--- src/rtl/tf_pkg.sv ---
// Shared widths and element packing for the 2x2 single-precision matrix path.
package tf_pkg;

  localparam int unsigned WORD_W          = 32;
  localparam int unsigned DIM             = 2;
  localparam int unsigned WORDS_PER_MAT   = DIM * DIM;
  localparam int unsigned WORDS_PER_FRAME = 2 * WORDS_PER_MAT;
  localparam int unsigned MAT_W           = WORDS_PER_MAT * WORD_W;
  localparam int unsigned SLOT_W          = WORDS_PER_FRAME * WORD_W;
  localparam int unsigned IDX_W           = $clog2(WORDS_PER_FRAME);

  // Bit offset of element (m,n) inside a packed matrix bus.
  function automatic int unsigned elem_off(input int unsigned m, input int unsigned n);
    return (m * DIM + n) * WORD_W;
  endfunction

endpackage

--- src/rtl/tf_pingpong_buf.sv ---
// Two-slot frame buffer: one slot fills word by word while the other is presented.
module tf_pingpong_buf
  import tf_pkg::*;
(
  input  logic              clk,
  input  logic              reset,
  input  logic              wr_en,
  input  logic [IDX_W-1:0]  wr_idx,
  input  logic [WORD_W-1:0] wr_data,
  input  logic              wr_commit,
  output logic              wr_full,
  output logic              rd_valid,
  output logic [SLOT_W-1:0] rd_data,
  input  logic              rd_ack
);

  logic [SLOT_W-1:0] slot_q [2];
  logic [1:0]        full_q;
  logic              wr_ptr_q;
  logic              rd_ptr_q;

  // Write words into the fill slot, mark it full on commit, release the read slot on ack.
  always_ff @(posedge clk or negedge reset) begin
    if (!reset) begin
      for (int i = 0; i < 2; i++) slot_q[i] <= '0;
      full_q   <= '0;
      wr_ptr_q <= 1'b0;
      rd_ptr_q <= 1'b0;
    end else begin
      if (wr_en) begin
        slot_q[wr_ptr_q][int'(wr_idx) * WORD_W +: WORD_W] <= wr_data;
      end
      if (wr_en && wr_commit) begin
        full_q[wr_ptr_q] <= 1'b1;
        wr_ptr_q         <= ~wr_ptr_q;
      end
      // The fill slot is never full while writing, so these never target the same bit.
      if (rd_ack && full_q[rd_ptr_q]) begin
        full_q[rd_ptr_q] <= 1'b0;
        rd_ptr_q         <= ~rd_ptr_q;
      end
    end
  end

  assign wr_full  = full_q[wr_ptr_q];
  assign rd_valid = full_q[rd_ptr_q];
  assign rd_data  = slot_q[rd_ptr_q];

endmodule

--- src/rtl/tf_operand_loader.sv ---
// Assembles 8-word frames into A/B 2x2 matrices and presents them with strobes.
module tf_operand_loader
  import tf_pkg::*;
(
  input  logic              clk,
  input  logic              reset,
  input  logic [WORD_W-1:0] in_data,
  input  logic              in_valid,
  output logic              in_ready,
  input  logic              in_last,
  output logic [MAT_W-1:0]  A,
  output logic [MAT_W-1:0]  B,
  output logic              A_stb,
  output logic              B_stb,
  input  logic              out_ack,
  output logic              frame_err,
  input  logic              clear_err
);

  localparam logic [IDX_W-1:0] LAST_IDX = IDX_W'(WORDS_PER_FRAME - 1);

  logic [IDX_W-1:0]  cnt_q;
  logic              err_q;
  logic              accept;
  logic              at_last;
  logic              commit;
  logic              bad_frame;
  logic              buf_full;
  logic              buf_valid;
  logic [SLOT_W-1:0] buf_data;

  assign accept    = in_valid && in_ready;
  assign at_last   = (cnt_q == LAST_IDX);
  assign commit    = at_last && in_last;
  assign bad_frame = accept && (at_last != in_last);

  tf_pingpong_buf u_buf (
    .clk       (clk),
    .reset     (reset),
    .wr_en     (accept),
    .wr_idx    (cnt_q),
    .wr_data   (in_data),
    .wr_commit (commit),
    .wr_full   (buf_full),
    .rd_valid  (buf_valid),
    .rd_data   (buf_data),
    .rd_ack    (out_ack)
  );

  // Word counter restarts on completion or any framing error.
  always_ff @(posedge clk or negedge reset) begin
    if (!reset) begin
      cnt_q <= '0;
    end else if (accept) begin
      if (at_last || in_last) cnt_q <= '0;
      else                    cnt_q <= cnt_q + IDX_W'(1);
    end
  end

  // Sticky framing error; a new error wins over a same-cycle clear.
  always_ff @(posedge clk or negedge reset) begin
    if (!reset)         err_q <= 1'b0;
    else if (bad_frame) err_q <= 1'b1;
    else if (clear_err) err_q <= 1'b0;
  end

  // Element-wise unpack of the presented slot into the A and B buses.
  for (genvar m = 0; m < DIM; m++) begin : g_row
    for (genvar n = 0; n < DIM; n++) begin : g_col
      assign A[elem_off(m, n) +: WORD_W] = buf_data[elem_off(m, n) +: WORD_W];
      assign B[elem_off(m, n) +: WORD_W] = buf_data[MAT_W + elem_off(m, n) +: WORD_W];
    end
  end

  assign in_ready  = !buf_full;
  assign A_stb     = buf_valid;
  assign B_stb     = buf_valid;
  assign frame_err = err_q;

endmodule
--- config.mk ---
export PLATFORM = sky130hd
export DESIGN_NAME = tf_operand_loader
export DESIGN_NICKNAME = d
export VERILOG_FILES = /design/src/rtl/tf_pkg.sv /design/src/rtl/tf_pingpong_buf.sv /design/src/rtl/tf_operand_loader.sv
export SDC_FILE = /design/constraint.sdc
export NUM_CORES = 1
export LEC_CHECK = 0
export BUFFER_PORTS_ARGS = -buffer_cell sky130_fd_sc_hd__buf_2
export CAP_MARGIN = 20
export CORE_MARGIN = 2
export CORE_UTILIZATION = 50
export DETAILED_ROUTE_END_ITERATION = 10
export PLACE_DENSITY = 0.73
export SYNTH_ARGS = -nofsm -noshare
export SYNTH_HDL_FRONTEND = slang
export SYNTH_SLANG_ARGS = --single-unit
--- constraint.sdc ---
create_clock -name clk -period 2.45 [get_ports clk]
set_clock_uncertainty 0.05 [all_clocks]
set_input_delay 0.1225 -clock clk [delete_from_list [all_inputs] [get_ports clk]]
set_output_delay 0.1225 -clock clk [all_outputs]
set_load 0.005 [all_outputs]
# Word level (Yosys, flattened, before mapping)
# Index checks and enable logic that the tools add are counted.
# totals
register_bits	520
latchBits	0
mem_bits_rw	0
rom_bits	0
inputBits	38
output_inout_bits	260
wordCells	57
n_memories	0
# op_classes
n_addsub	2
n_mul	0
div	0
n_lt_le_gt_ge	7
n_eq_ne	2
shifts	2
n_mux	19
n_bitwise	7
reduce_logical	11
# ops
operator	n
$mux 256	4
$bwmux 512	1
$demux 256 s1	1
$shift 32x34->256 const A	1
$shiftx 32x34->256	1
$neg 8->34	1
$logic_and 1x1->1	8
$mux 1	8
$ge 2x2->1 const B	2
$lt 1x2->1 const B	2
$mux 2	2
$not 1->2	2
$add 3x1->3 const B	1
$eq 3x3->1 const B	1
$mux 3	1
$and 2x2->2	1
$demux 1 s1	2
$ge 1x1->1 const B	2
$lt 2x1->1 const B	1
$not 1->1	2
$not 2->2	1
$or 2x2->2	1
$reduce_bool 2->1	1
$logic_not 1->1	1
other kinds (2)	2

# Logic depth before layout (Yosys ltp)
# logic_depth
depth_word	8
depth_mapped	11
ltp_nobuf	6

# By module
# A second synthesis with hierarchy kept.
# unflattened
cells_unflattened	1541
area_unflattened_um2	23229.8
# by_module_without_submodules
mod	n_inst	cells_per_inst	area_each_um2	seq_area_each_um2
tf_pingpong_buf	1	1517	22973.3	12912.4
tf_operand_loader	1	24	256.5	100.1

# Worst setup path before layout
# Ideal clock, no wire load.
# synth_timing
path_type	reg-to-reg
startpoint	reg cnt_q[0]
endpoint	reg u_buf.slot_q[7] (netlist name)
setup_time_ps	125
arrival_ps	2528
t_required_ps	2275
path_slack_ps	-253
path_stages_with_launch	12
n_path_buf	5
synth_period_minus_slack_ps	2703
path_cell_list	dfrtp_1 buf_6 clkbuf_1 inv_1 ha_1 ha_1 buf_2 buf_4 nor2_1 nand4_4 buf_6 mux2_4
# synth_between
elab_chain_cells	5
word_cells_on_any_way	6
classes_between	add/sub (1); shift (2); mux (3)
# synth_lines
element	line_no	rtl
from (decl)	tf_operand_loader.sv:22	logic [IDX_W-1:0] cnt_q;
from (signal assigned)	tf_operand_loader.sv:56	else cnt_q <= cnt_q + IDX_W'(1);
$neg 8->34 (*)	tf_pingpong_buf.sv:31	slot_q[wr_ptr_q][int'(wr_idx) * WORD_W +: WORD_W] <= wr_data;
$shift 32x34->256	tf_pingpong_buf.sv:31	
$mux 256 (implied by the code)	tf_pingpong_buf.sv:31	
$demux 256 s1	tf_pingpong_buf.sv:31	
$bwmux 512 (*)	tf_pingpong_buf.sv:31	
to (signal, indexed assignment)	tf_pingpong_buf.sv:31	
to (decl)	tf_pingpong_buf.sv:17	logic [SLOT_W-1:0] slot_q [2];
# Every way passes the cells marked *; elsewhere a longest branch is shown, timed or not.
# A chain may end at the register's enable or synchronous reset.

# Worst setup path in the final report
# layout_timing
startpoint	reg u_buf.rd_ptr_q
endpoint	out A[51]
# layout_between
elab_chain_cells	4
# layout_lines
element	line_no	rtl
from (decl)	tf_pingpong_buf.sv:20	logic rd_ptr_q;
from (signal assigned)	tf_pingpong_buf.sv:40	rd_ptr_q <= ~rd_ptr_q;
$not 1->2 (implied by the code)	tf_pingpong_buf.sv:47	assign rd_data = slot_q[rd_ptr_q];
$mux 256 (implied by the code) (3 in series)	tf_pingpong_buf.sv:47	
to (decl)	tf_operand_loader.sv:11	output logic [MAT_W-1:0] A,
# No other way between the ends. The select of a mux whose other input is x is not followed.

==> flow_summary.json <==
{
  "run_status": "finished, final reports clean",
  "ant_nets": 0,
  "netSwitchingFraction_pct": 29.37,
  "grt_most_used_layer": "met2",
  "synth_area_um2": 23440,
  "grt_setup_unrepaired": "yes",
  "post_place_worst_slack_ns": 0.1167,
  "synthArstFlopShare_pct": 100.0,
  "clock_tree.buffer_depth": 3,
  "cp_data_arrival_time_ns": 2.26,
  "yosys.area.top_type_share_pct": 55.51,
  "dp_hpwl_mm": 40.72,
  "chipHeight_um": 220.5,
  "groute.usage.overall_pct": 25.57,
  "min_tclk_post_route_ns": 2.434,
  "p_comb_share_pct": 30.1,
  "drt-pass1-iter-count": 5,
  "grt_first_pass_wirelength_mm": 92.46,
  "synth-seq-cells": 520,
  "post-layout-total-power_mw": 28.60,
  "timing.max_cap.violations": 0,
  "buffer_ports.inserted": 297,
  "number_of_cells_on_the_worst_hold_path": 2,
  "worstMarginPinSlew_ns": 0.6443,
  "die_outline_area_um2": 48630,
  "synth_sequential_area_ratio_pct": 55.51,
  "area_delta_synth_final_pct": 19.36,
  "tritoncts": "yes",
  "total_switching_power_mw": 8.398,
  "vdd.ir_drop.worst_uv": 684.5,
  "gr_util_met1_pct": 35.60,
  "cts_buffers": 54,
  "gp_congestion": 0.7923,
  "min_path_type": "in -> reg",
  "reg2reg_depth": 7,
  "drc": 0,
  "cell_pwr_density_nw_per_um2": 1022,
  "initial_core_util_pct": 50.46,
  "finalHoldViolations": 0,
  "max_slew_margin_pct": 57.05,
  "synthesis.yosys.warnings": 0,
  "worstHoldEndpoint": "u_buf.slot_q[17]",
  "layout-drive-gt1-share_pct": 62.30,
  "drt_iter0_drc": 710,
  "grt.overflow.total": 0,
  "endpoint_class_of_the_critical_path": "primary output",
  "global_route.usage.met2_pct": 41.01,
  "power_leakage_nw": 14.78,
  "routed_wl_mm": 61.39,
  "ctsHtreeMaxLevel": 2,
  "tns_ns": 0,
  "worst_setup_hold_path_clk_slew_ns": 0.06,
  "final_worst_path_period_share_pct": 99.33,
  "met3_usage_pct": 4.948,
  "post_layout_worst_setup_margin_ns": 0.01639,
  "layout.filler_cells": 3601,
  "worst_path_maximum_fanout": 76,
  "post_dp_cell_area_um2": 25880,
  "p_seq_share_pct": 40.9,
  "mappedNetlistNets": 1583,
  "critPathRequiredTime_ns": 2.28,
  "synth.most_common_cell": "sky130_fd_sc_hd__mux2_2",
  "synth_area_leader_cell": "sky130_fd_sc_hd__dfrtp_1",
  "core_outline_area_um2": 46460,
  "dr_total_vias": 14080,
  "initial_antenna_violation_count": 14,
  "path_class": "reg -> out",
  "synthDistinctLibCells": 33,
  "synth_edf_count": 0,
  "final_max_slew_viol_count": 0,
  "worstSetupStartpointType": "register",
  "synth_cells": 1537,
  "grt_max_degree": 84,
  "post-route-cell-area_um2": 27980,
  "r2r_start": "cnt_q[0]",
  "layout.nets": 1923,
  "clk_root_buffer_cell": "sky130_fd_sc_hd__clkbuf_16",
  "num_rows": 79,
  "setup-violations-final": 0,
  "die_width_um": 220.5,
  "fmax_ghz": 0.4109,
  "postSynth.topFlopCell": "sky130_fd_sc_hd__dfrtp_1",
  "ff2ff_setup_slack_ns": 0.13,
  "r2r_end": "u_buf.slot_q[238]",
  "routed_wire_length_per_instance_um": 24.29,
  "p_int_mw": 20.20,
  "min_from": "in_data[17]",
  "tritoncts_num_sinks": 520,
  "syn_area_per_cell_um2": 15.25,
  "via_per_inst": 5.572,
  "via_count_of_the_first_global_routing_pass": 15080,
  "p_clk_share_pct": 29.0,
  "io_pins": 298,
  "worst_skew_pair.late_latency_ns": 0.60,
  "netlist_top_cells_area": "sky130_fd_sc_hd__dfrtp_1 (56%), sky130_fd_sc_hd__mux2_2 (35%), sky130_fd_sc_hd__and2_1 (2.1%)",
  "synth_top_cells_by_count": "sky130_fd_sc_hd__mux2_2 (738), sky130_fd_sc_hd__dfrtp_1 (520), sky130_fd_sc_hd__and2_1 (77), sky130_fd_sc_hd__buf_4 (39), sky130_fd_sc_hd__mux2_1 (30)"
}
## critical path: stages (launching register included)
cell and delay [ns]:
sky130_fd_sc_hd__dfrtp_4 0.61, sky130_fd_sc_hd__buf_12 0.38, sky130_fd_sc_hd__mux2_2 0.42, sky130_fd_sc_hd__buf_2 0.13
## metrics by stage
stage               hold slack, ns  util (%)  std cells
CTS                       0.007016     60.20       2525
global placement           0.09564     55.71       2401
global route               0.01321     60.22       2525
finish                     0.01836     60.23       2527
floorplan                  -0.2231         -       1537
detailed placement         0.09270     55.71       2401
## state kept, by name (all words and copies together), names as in the netlist
register        cells
cnt_q               3
frame_err           1
u_buf.full_q        2
u_buf.rd_ptr_q      1
u_buf.slot_q      512
u_buf.wr_ptr_q      1
## logic make-up (layout without fill, tap and decap cells)
kind of cell,count (synthesis),in the layout,synth area share [%]
AND/OR/NAND/NOR,128,128,4.099
AO/OA/AOI/OAI,9,9,0.2615
multiplexers,773,773,37.13
buffers and inverters,99,480,2.578
adder cells (fa/ha/maj),8,8,0.4270
flip-flops,520,520,55.51
other,0,2,0
## worst max path at each step
stage	slack, ns	from	cells past startpoint	endpoint
2_1_floorplan	-0.006	cnt_q[0]	10	u_buf.slot_q[386]
3_3_place_gp	0.18	cnt_q[0]	8	u_buf.slot_q[144]
3_5_place_dp	0.12	cnt_q[0]	8	u_buf.slot_q[135]
4_1_cts	0.007	u_buf.rd_ptr_q	3	A[47]
5_1_grt	-0.03	u_buf.rd_ptr_q	3	B[36]
6_report	0.02	u_buf.rd_ptr_q	3	A[51]
## power by group through the flow
stage	registers (mW)	clock network (mW)	logic, mW
global route	11.9	8.83	9.25
finish	11.7	8.29	8.62
CTS	11.7	8.44	8.71
floorplan	11.4	0	5.46
global placement	11.6	0	8.44
detailed placement	11.8	0	8.60
## cell usage in the layout, fill, tap and decap left out, drive strengths merged
| cell type | Yosys | routed |
|---|---|---|
| diode | 0 | 2 |
| clkinvlp | 0 | 2 |
| dfrtp | 520 | 520 |
| nand4b | 3 | 3 |
| a22o | 2 | 2 |
| or3 | 1 | 1 |
| mux2i | 4 | 4 |
| inv | 6 | 7 |
| nor3b | 3 | 3 |
| nor4b | 4 | 4 |
| and3b | 2 | 2 |
| nor2b | 1 | 1 |
| nand4 | 8 | 8 |
| bufinv | 0 | 4 |
| buf | 73 | 350 |
| a31oi | 3 | 3 |
| nor3 | 1 | 1 |
| clkbuf | 20 | 82 |
| nand2b | 1 | 1 |
| and3 | 19 | 19 |
| mux2 | 769 | 769 |
| nand2 | 4 | 4 |
| nand3b | 1 | 1 |
| nand3 | 2 | 2 |
| ha | 8 | 8 |
| o21ai | 1 | 1 |
| and2 | 77 | 77 |
| a21oi | 1 | 1 |
| dlygate4sd3 | 0 | 27 |
| nor2 | 1 | 1 |
| o211ai | 2 | 2 |
| clkinv | 0 | 8 |
## per-layer routing
| layer | share of wire, % | vias to the layer above |
|---|---|---|
| met1 | 44 | 7420 |
| met2 | 48 | 343 |
| met4 | 2.6 | 4 |
| li1 | - | 6215 |
| met5 | 0.039 | - |
| met3 | 5.5 | 99 |
## final cells by class
| cell class | count | area, µm² | share of cell area (%) |
|---|---|---|---|
| multi-input combinational | 918 | 9858 | 35.23 |
| clock buffer | 82 | 1618 | 5.782 |
| inverter | 6 | 22.52 | 0.08049 |
| timing repair buffer | 377 | 2517 | 8.997 |
| tap | 607 | 759.5 | 2.714 |
| sequential | 520 | 13020 | 46.52 |
| clock inverter | 15 | 183.9 | 0.6573 |
| antenna | 2 | 5.005 | 0.01789 |
## what timing repair did
action / CTS / global route
endpoints found under the hold margin: 477 / 0
setup endpoints to repair: 13 / 75
gates cloned: 0 / 0
pin swaps: 0 / 0
resized for setup: 3 / 2
hold buffers: 27 / 0
buffers inserted: 0 / 0
No activity file was read; power rests on OpenSTA's default activity.
